$ cat src/rtl/add_seq_pkg.sv
// ============================================================================
// Module : add_seq_pkg
// Brief  : Shared widths, FSM state encoding and overflow helper for add_seq_32
// Rev    : 1.0 - initial release
// ============================================================================
`default_nettype none

package add_seq_pkg;

  localparam int unsigned c_DATA_W = 32;
  localparam int unsigned c_HALF_W = 16;

  typedef enum logic [1:0] {
    IDLE = 2'd0,
    LO   = 2'd1,
    HI   = 2'd2,
    DONE = 2'd3
  } state_t;

  // Signed overflow: operands agree in sign but the result does not.
  function automatic logic add_ovf(input logic a_msb, input logic b_msb,
                                   input logic s_msb);
    return (a_msb == b_msb) && (s_msb != a_msb);
  endfunction

endpackage

`default_nettype wire

$ cat src/rtl/cla_16.sv
// ============================================================================
// Module : cla_16
// Brief  : 16-bit carry-look-ahead adder, four 4-bit groups with group lookahead
// Rev    : 1.0 - initial release
// ============================================================================
`default_nettype none

module cla_16 (
  input  logic [15:0] a,
  input  logic [15:0] b,
  input  logic        cin,
  output logic [15:0] sum,
  output logic        cout
);

  logic [15:0] w_g;
  logic [15:0] w_p;
  logic [3:0]  w_gg;
  logic [3:0]  w_gp;
  logic [4:0]  w_gc;

  assign w_g = a & b;
  assign w_p = a ^ b;

  generate
    for (genvar k = 0; k < 4; k++) begin : g_grp
      logic [3:0] w_gi;
      logic [3:0] w_pi;
      logic [3:0] w_ci;

      assign w_gi = w_g[4*k +: 4];
      assign w_pi = w_p[4*k +: 4];

      assign w_gg[k] = w_gi[3]
                     | (w_pi[3] & w_gi[2])
                     | (w_pi[3] & w_pi[2] & w_gi[1])
                     | (w_pi[3] & w_pi[2] & w_pi[1] & w_gi[0]);
      assign w_gp[k] = &w_pi;

      assign w_ci[0] = w_gc[k];
      assign w_ci[1] = w_gi[0] | (w_pi[0] & w_gc[k]);
      assign w_ci[2] = w_gi[1] | (w_pi[1] & w_gi[0])
                     | (w_pi[1] & w_pi[0] & w_gc[k]);
      assign w_ci[3] = w_gi[2] | (w_pi[2] & w_gi[1])
                     | (w_pi[2] & w_pi[1] & w_gi[0])
                     | (w_pi[2] & w_pi[1] & w_pi[0] & w_gc[k]);

      assign sum[4*k +: 4] = w_pi ^ w_ci;
    end
  endgenerate

  // Second-level lookahead across the four groups.
  assign w_gc[0] = cin;
  assign w_gc[1] = w_gg[0] | (w_gp[0] & cin);
  assign w_gc[2] = w_gg[1] | (w_gp[1] & w_gg[0]) | (w_gp[1] & w_gp[0] & cin);
  assign w_gc[3] = w_gg[2] | (w_gp[2] & w_gg[1]) | (w_gp[2] & w_gp[1] & w_gg[0])
                 | (w_gp[2] & w_gp[1] & w_gp[0] & cin);
  assign w_gc[4] = w_gg[3] | (w_gp[3] & w_gg[2]) | (w_gp[3] & w_gp[2] & w_gg[1])
                 | (w_gp[3] & w_gp[2] & w_gp[1] & w_gg[0])
                 | ((&w_gp) & cin);

  assign cout = w_gc[4];

endmodule

`default_nettype wire

$ cat src/rtl/add_seq_32.sv
// ============================================================================
// Module : add_seq_32
// Brief  : 32-bit adder over two cycles, one shared 16-bit CLA, valid/ready I/O
// Rev    : 1.0 - initial release
// ============================================================================
`default_nettype none

module add_seq_32
  import add_seq_pkg::*;
(
  input  logic                clk,
  input  logic                rst,
  input  logic                in_valid,
  output logic                in_ready,
  input  logic [c_DATA_W-1:0] a,
  input  logic [c_DATA_W-1:0] b,
  input  logic                cin,
  output logic                out_valid,
  input  logic                out_ready,
  output logic [c_DATA_W-1:0] sum,
  output logic                cout,
  output logic                ovf
);

  state_t              r_state;
  logic [c_DATA_W-1:0] r_a;
  logic [c_DATA_W-1:0] r_b;
  logic                r_cin;
  logic                r_carry;
  logic [c_DATA_W-1:0] r_sum;
  logic                r_cout;
  logic                r_ovf;

  logic [c_HALF_W-1:0] w_add_a;
  logic [c_HALF_W-1:0] w_add_b;
  logic                w_add_cin;
  logic [c_HALF_W-1:0] w_add_sum;
  logic                w_add_cout;

  // Adder operands follow the state: upper halves in HI, lower halves otherwise.
  assign w_add_a   = (r_state == HI) ? r_a[c_DATA_W-1:c_HALF_W] : r_a[c_HALF_W-1:0];
  assign w_add_b   = (r_state == HI) ? r_b[c_DATA_W-1:c_HALF_W] : r_b[c_HALF_W-1:0];
  assign w_add_cin = (r_state == HI) ? r_carry : r_cin;

  cla_16 u_cla (
    .a    (w_add_a),
    .b    (w_add_b),
    .cin  (w_add_cin),
    .sum  (w_add_sum),
    .cout (w_add_cout)
  );

  always_ff @(posedge clk or posedge rst) begin
    if (rst) begin
      r_state <= IDLE;
      r_a     <= '0;
      r_b     <= '0;
      r_cin   <= 1'b0;
      r_carry <= 1'b0;
      r_sum   <= '0;
      r_cout  <= 1'b0;
      r_ovf   <= 1'b0;
    end else begin
      case (r_state)
        IDLE: begin
          if (in_valid) begin
            r_a     <= a;
            r_b     <= b;
            r_cin   <= cin;
            r_state <= LO;
          end
        end
        LO: begin
          r_sum[c_HALF_W-1:0] <= w_add_sum;
          r_carry             <= w_add_cout;
          r_state             <= HI;
        end
        HI: begin
          r_sum[c_DATA_W-1:c_HALF_W] <= w_add_sum;
          r_cout                     <= w_add_cout;
          r_ovf   <= add_ovf(r_a[c_DATA_W-1], r_b[c_DATA_W-1], w_add_sum[c_HALF_W-1]);
          r_state <= DONE;
        end
        DONE: begin
          if (out_ready) begin
            r_state <= IDLE;
          end
        end
        default: r_state <= IDLE;
      endcase
    end
  end

  // Handshake flags depend only on state; in_ready is also held low during reset.
  assign in_ready  = (r_state == IDLE) && !rst;
  assign out_valid = (r_state == DONE);

  assign sum  = r_sum;
  assign cout = r_cout;
  assign ovf  = r_ovf;

endmodule

`default_nettype wire

$ cat config.mk
export PLATFORM = sky130hd
export DESIGN_NAME = add_seq_32
export DESIGN_NICKNAME = d
export VERILOG_FILES = /design/src/rtl/add_seq_pkg.sv /design/src/rtl/cla_16.sv /design/src/rtl/add_seq_32.sv
export SDC_FILE = /design/constraint.sdc
export NUM_CORES = 1
export LEC_CHECK = 0
export ABC_AREA = 1
export ABC_CLOCK_PERIOD_IN_PS = 3700
export BUFFER_PORTS_ARGS = -buffer_cell sky130_fd_sc_hd__buf_4
export CAP_MARGIN = 25
export CORE_MARGIN = 2
export CORE_UTILIZATION = 45
export DETAILED_ROUTE_END_ITERATION = 8
export GPL_ROUTABILITY_DRIVEN = 0
export PLACE_DENSITY = 0.68
export SYNTH_ARGS = -nofsm -noshare
export SYNTH_HDL_FRONTEND = slang
export SYNTH_SLANG_ARGS = --single-unit
$ cat constraint.sdc
create_clock -name clk -period 3.7 [get_ports clk]
set_input_delay 0.37 -clock clk [delete_from_list [all_inputs] [get_ports clk]]
set_output_delay 0.37 -clock clk [all_outputs]
set_load 0.02 [all_outputs]
==> qor.csv, run 1 <==
stage,metric,value,unit
status,status,finished clean,
synth,synthesized area,4940,sq um
placement,DP HPWL,8570,um
worst_setup_path,worst r2r src,r_state[0]$_DFFE_PP0P_,
sta,Slew @ Worst Pin,0.922,ns
sta,RSZ-0062 raised after global routing,no,
global_routing,gr usage total,20.1,%
cells_and_area,filler cell count,967,
floorplanning,die width,109,um
global_routing,first-pass GRT wire length,18200,um
clock_tree,CTS sink count,102,
synth,largest area contributor in the netlist,dfrtp_1,
cells_and_area,"commonest non-fill, non-tap cell in the layout",nand2_1,
worst_setup_path,"Arr. time, crit path",3.48,ns
cells_and_area,"commonest cells after routing, fill and taps aside","127 x nand2_1, 111 x buf_4, 102 x dfrtp_1",
synth,sequential area share after synthesis,51.6,%
clock_tree,Clock Latency Late Sink,0.38,ns
route,Residual DRC,0,
floorplanning,Site Rows,38,
route,total number of vias,3768,
clock_tree,CTS Hold Bufs,0,
sta,relative max-transition margin,38.3,%
floorplanning,die area,11800,sq um
worst_setup_path,CP endpoint kind,register,
synth,Netlist cell types,26,
floorplanning,I/O pins,105,
sta,part of the cycle the worst path needs,87.6,%
clock_tree,CTS tree,yes,
sta,fin. max-slew vios,0,
run,Max-cap violations,0,
clock_tree,Clock Tree Buf Depth,2,
worst_setup_path,start point of the critical path,r_state[0]$_DFFE_PP0P_,
clock_tree,post-cts sizing count,0,
global_routing,initial antenna violation count,0,
worst_setup_path,r2r setup slk,0.46,ns
sta,final clock skew,0.00913,ns
cells_and_area,area grow syn2layout,22.8,%
route,Via density,4.94,
clock_tree,clk slew on worst S/H paths,0.09,ns
synth,Seq cells post-synth,102,
clock_tree,TritonCTS buffer count,9,
min_path,Hold Crit Class,input pin to async pin,
global_routing,GRT overflow,0,
placement,I/O Buffers,104,
synth,Syn Nets,611,
route,Wirelength per Cell,14.7,um
cells_and_area,NumNets Final,712,
clock_tree,CTS H-tree depth,3,
sta,fmax,0.309,GHz
cells_and_area,fraction of layout cells with a size suffix above 1,30.5,%
synth,"top cells by area, synth","dfrtp_1 52%, mux2_2 11%, nand2_1 9.7%",
floorplanning,area of the core,10800,sq um
worst_setup_path,Worst EP required,3.94,ns
worst_setup_path,Worst Reg-to-Reg Cells,16,
sta,minimum clock period,3.24,ns
synth,Synth top area share,51.6,%
sta,final setup TNS,0,ns
route,drt total wl,11200,um
clock_tree,Post-CTS Setup Bufs,0,
global_routing,vias in the first global route,3717,
floorplanning,Initial Util,45.8,%
cells_and_area,ant diodes,0,
route,Final ANT Viol Nets,0,
synth,Syn Inst Count,517,
worst_setup_path,CP Class,register to register,
sta,Final setup viols,0,
synth,Synth warnings,0,
clock_tree,clock root buffer,clkbuf_8,
worst_setup_path,startpoint types,register,
route,TritonRoute pass-1 iters,4,
sta,Final Hold Violating Endpoints,0,
worst_setup_path,CP Max Fanout,41,
route,initial drt markers,202,
synth,mean post-synth cell area,9.56,sq um
floorplanning,Die Height,109,um
worst_setup_path,R2R Path End,sum[9]$_DFFE_PP0N_,
global_routing,largest net degree at the start of global routing,65,
## critical path, cell delays in order (launching register included)
cell,delay [ns]
dfrtp_1,0.42
inv_1,0.14
ha_2,0.24
buf_4,0.35
nand2_1,0.08
o21ai_0,0.16
ha_1,0.27
nand2_1,0.09
nor2_1,0.09
nand2_1,0.07
nand3_2,0.09
inv_2,0.05
o21bai_1,0.21
inv_1,0.08
fa_1,0.38
xor2_1,0.25
o21ai_0,0.12
## worst max-delay path by stage
stage	end	depth (start not counted)
global route	sum[9]$_DFFE_PP0N_	16
detailed placement	sum[9]$_DFFE_PP0N_	17
floorplan	cout$_DFFE_PP0P_	1
finish	sum[9]$_DFFE_PP0N_	16
CTS	sum[25]$_DFFE_PP0P_	17
global placement	sum[9]$_DFFE_PP0N_	17
## cell type report
| class | instances | area (sq um) | share of cell area, % |
|---|---|---|---|
| timing repair buffer | 111 | 833 | 13.7 |
| clock buffer | 12 | 155 | 2.56 |
| tap | 140 | 175 | 2.88 |
| sequential | 102 | 2550 | 42.0 |
| inverter | 51 | 194 | 3.19 |
| clock inverter | 3 | 43.8 | 0.721 |
| multi-input combinational | 343 | 2120 | 34.9 |
## flip-flops by register name (all words and copies together), names as in the netlist
| name | flops |
|---|---|
| ovf | 1 |
| r_b | 32 |
| r_a | 32 |
| sum | 32 |
| cout | 1 |
| r_cin | 1 |
| r_carry | 1 |
| r_state | 2 |
## logic make-up after synthesis
logic type      after synthesis  share of synthesized area [%]
mux                          49                           11.2
flops                       102                           51.6
compound gates               77                           8.10
simple gates                184                           15.1
fa+ha+maj                    25                           6.93
xor+xnor                      8                           1.42
buf+inv                      72                           5.64
## synthesized netlist by cell type (all sizes together)
cell type	n
a21oi	24
a31oi	5
and3	2
buf	7
clkbuf	14
clkinv	2
dfrtp	102
fa	4
ha	21
inv	49
mux2	49
nand2	132
nand3	15
nand3b	2
nor2	28
nor3	1
o21ai	44
o21bai	3
o22ai	1
or2	4
xnor2	2
xor2	6
## layer usage
metal	up-vias	wire length (um)	track usage, %
met5	-	0	0
met4	0	401	10.5
met3	28	456	3.17
met2	95	5180	31.8
met1	1776	5150	26.7
li1	1869	-	-
## through the flow
stage	util [%]	setup slack (ns)	cells	hold slack, ns	area [sq um]
2_1_floorplan	-	0.655	517	0.471	4940
3_3_place_gp	54.4	0.623	747	0.466	5870
3_5_place_dp	54.4	0.516	747	0.468	5870
4_1_cts	56.3	0.483	762	0.174	6070
5_1_grt	56.3	0.181	762	0.214	6070
6_report	56.3	0.460	762	0.143	6070
Power of run 1 is not shown: default switching activity piles up to over one toggle a cycle in this logic, so the estimate is an artifact.
==> run 2: changes to the inputs <==
--- a/config.mk
+++ b/config.mk
@@ -5,7 +5,7 @@
 export SDC_FILE = /design/constraint.sdc
 export NUM_CORES = 1
 export LEC_CHECK = 0
-export ABC_AREA = 1
+export ABC_AREA = 0
 export ABC_CLOCK_PERIOD_IN_PS = 3700
 export BUFFER_PORTS_ARGS = -buffer_cell sky130_fd_sc_hd__buf_4
 export CAP_MARGIN = 25
==> run 2 against run 1 <==
Compared with the run above:
- register-to-register slack worse by 0.32 ns
- design area rose by 1.5%
- fmax is 8.9% lower
- area after synthesis shrank 0.28%
- via count down 13%
- critical path type unchanged
- synthesized cell count fell by 26%
- flip-flop and latch count stayed put
- worst setup slack worse by 0.32 ns
- cell count fell by 17%
==> qor.csv, run 2 <==
stage,metric,value,unit,change
clock_tree,clock root buffer,clkbuf_8,,
min_path,Hold Crit Class,input pin to async pin,,
worst_setup_path,Worst Reg-to-Reg Cells,13,,-3
synth,Netlist cell types,35,,+35%
cells_and_area,NumNets Final,583,,-18%
worst_setup_path,R2R Path End,sum[29]$_DFFE_PP0P_,,
synth,top post-synthesis cells by count,"114 x mux2_2, 102 x dfrtp_1, 26 x a21oi_1",,
sta,minimum clock period,3.56,ns,+0.315 ns
placement,DP HPWL,7740,um,-9.6%
route,drt total wl,10400,um,-7.3%
worst_setup_path,worst r2r src,r_state[0]$_DFFE_PP0P_,,
global_routing,gr usage total,18.5,%,-1.6 points
sta,relative max-transition margin,47.5,%,+9.2 points
global_routing,initial antenna violation count,0,,unchanged
synth,Post-synth ARST share,100,%,unchanged
synth,Seq cells post-synth,102,,unchanged
sta,fin. max-slew vios,0,,unchanged
run,Max-cap violations,0,,unchanged
synth,"top cells by area, synth","dfrtp_1 52%, mux2_2 26%, ha_1 5.3%",,
route,TritonRoute pass-1 iters,4,,unchanged
route,Wirelength per Cell,16.4,um,+11%
sta,final clock skew,0.00952,ns,+0.000390 ns
route,initial drt markers,64,,-68%
worst_setup_path,"Arr. time, crit path",3.82,ns,+0.34 ns
worst_setup_path,startpoint types,register,,
clock_tree,CTS Hold Bufs,0,,unchanged
floorplanning,Initial Util,45.9,%,+0.075 points
cells_and_area,filler cell count,928,,-4.0%
floorplanning,I/O pins,105,,unchanged
synth,Syn Inst Count,382,,-26%
sta,fmax,0.281,GHz,-8.9%
worst_setup_path,Worst EP required,3.96,ns,+0.02 ns
worst_setup_path,start point of the critical path,r_state[0]$_DFFE_PP0P_,,
clock_tree,Clock Tree Buf Depth,2,,unchanged
global_routing,first-pass GRT wire length,16700,um,-7.9%
cells_and_area,ant diodes,0,,unchanged
global_routing,vias in the first global route,3347,,-10%
synth,Synth warnings,0,,unchanged
floorplanning,Site Rows,38,,unchanged
sta,part of the cycle the worst path needs,96.1,%,+8.5 points
route,Via density,5.17,,+4.6%
synth,Post-synth EDFFs,0,,unchanged
clock_tree,CTS tree,yes,,
global_routing,largest net degree at the start of global routing,49,,-25%
synth,synthesized area,4930,sq um,-0.28%
cells_and_area,"commonest cells after routing, fill and taps aside","114 x mux2_2, 107 x buf_4, 102 x dfrtp_1",,
status,status,finished clean,,
synth,most common cell in the netlist,mux2_2,,
clock_tree,Clock Latency Late Sink,0.36,ns,-0.02 ns
synth,sequential area share after synthesis,51.8,%,+0.14 points
worst_setup_path,r2r setup slk,0.14,ns,-0.32 ns
route,total number of vias,3278,,-13%
cells_and_area,"commonest non-fill, non-tap cell in the layout",mux2_2,,
floorplanning,die width,109,um,-0.13%
floorplanning,die area,11800,sq um,-0.27%
synth,mean post-synth cell area,12.9,sq um,+35%
cells_and_area,fraction of layout cells with a size suffix above 1,50.0,%,+19 points
worst_setup_path,Critical Path End,sum[29]$_DFFE_PP0P_,,
route,Residual DRC,0,,unchanged
clock_tree,CTS sink count,102,,unchanged
synth,largest area contributor in the netlist,dfrtp_1,,
sta,Final Hold Violating Endpoints,0,,unchanged
route,Final ANT Viol Nets,0,,unchanged
synth,prevailing post-synth register cell,dfrtp_1,,
floorplanning,Die Height,109,um,-0.13%
worst_setup_path,CP endpoint kind,register,,
placement,I/O Buffers,104,,unchanged
global_routing,GRT overflow,0,,unchanged
synth,Synth top area share,51.8,%,+0.14 points
sta,Slew @ Worst Pin,0.784,ns,-0.138 ns
clock_tree,TritonCTS buffer count,9,,unchanged
synth,Syn Nets,476,,-22%
worst_setup_path,CP Max Fanout,30,,-27%
floorplanning,area of the core,10700,sq um,-0.44%
sta,Final setup viols,0,,unchanged
sta,Hold Slack,0.0817,ns,-0.0611 ns
clock_tree,CTS H-tree depth,3,,unchanged
worst_setup_path,CP Class,register to register,,
clock_tree,clk slew on worst S/H paths,0.09,ns,about the same
cells_and_area,area grow syn2layout,24.9,%,
-- run 2: cell types whose count changed after synthesis, sizes merged, moves of 13 or more --
cell and delta:
nor2 -13, inv -30, nand2 -119, mux2 +65, o21ai -36, nand3 -13
-- run 2: what timing repair did --
action,4_1_cts,5_1_grt
endpoints found under the hold margin,0,0
gates resized for setup,0,3
endpoints found under the setup margin,0,3
setup buffers,0,1
-- run 2: critical path: stages (launching register included) --
cell     delay (ns)
dfrtp_1        0.42
inv_1          0.14
ha_2           0.26
buf_12         0.20
mux2_2         0.37
ha_1           0.37
a21oi_1        0.11
o21ai_1        0.19
nand4_1        0.24
nand2_1        0.17
a21oi_1        0.10
fa_1           0.43
xnor2_1        0.15
mux2_2         0.26
-- run 2: area by class of cell --
| type | count | area [sq um] | share of cell area (%) |
|---|---|---|---|
| well taps | 140 | 175 | 2.84 |
| clock inverters | 2 | 37.5 | 0.609 |
| multi-input cells | 246 | 2260 | 36.7 |
| repair buffers | 111 | 878 | 14.3 |
| flip-flops and latches | 102 | 2550 | 41.4 |
| inverters | 19 | 73.8 | 1.20 |
| clock buffers | 14 | 183 | 2.97 |
-- run 2: how the worst min path moves through the flow --
stage	endpoint	slack, ns
2_1_floorplan	r_a[26]$_DFFE_PP0P_	0.47
3_3_place_gp	sum[11]$_DFFE_PP0N_	0.48
3_5_place_dp	r_a[18]$_DFFE_PP0P_	0.49
4_1_cts	sum[11]$_DFFE_PP0N_	0.09
5_1_grt	sum[11]$_DFFE_PP0N_	0.12
6_report	sum[11]$_DFFE_PP0N_	0.08
-- run 2: per-layer routing --
metal,vias to the layer above,track usage (%),wire (um)
met2,78,28.6,4770
li1,1572,-,-
met3,12,3.89,493
met4,0,5.68,129
met1,1616,26.4,4980
met5,-,0,0
-- run 2: kinds of logic after synthesis --
logic type / synth area share, %
AOI/OAI and AO/OA: 5.79
buffers and inverters: 2.59
xor gates and xnor gates: 1.78
muxes: 27.0
and+or+nand+nor: 4.09
adders and majority gates: 6.95
DFF: 51.8
-- run 2: through the flow --
step,cell area [sq um],instances,setup WS (ns),util (%),TNS (ns)
final,6160,634,0.145,57.3,0
after floorplan,4930,382,0.0328,-,0
after global placement,5910,616,0.263,55.0,0
after detailed placement,5910,616,0.155,55.0,0
after global routing,6160,634,-0.00643,57.3,-0.0119
after CTS,6130,632,0.131,57.1,0
Power of run 2 is left out for the same reason.
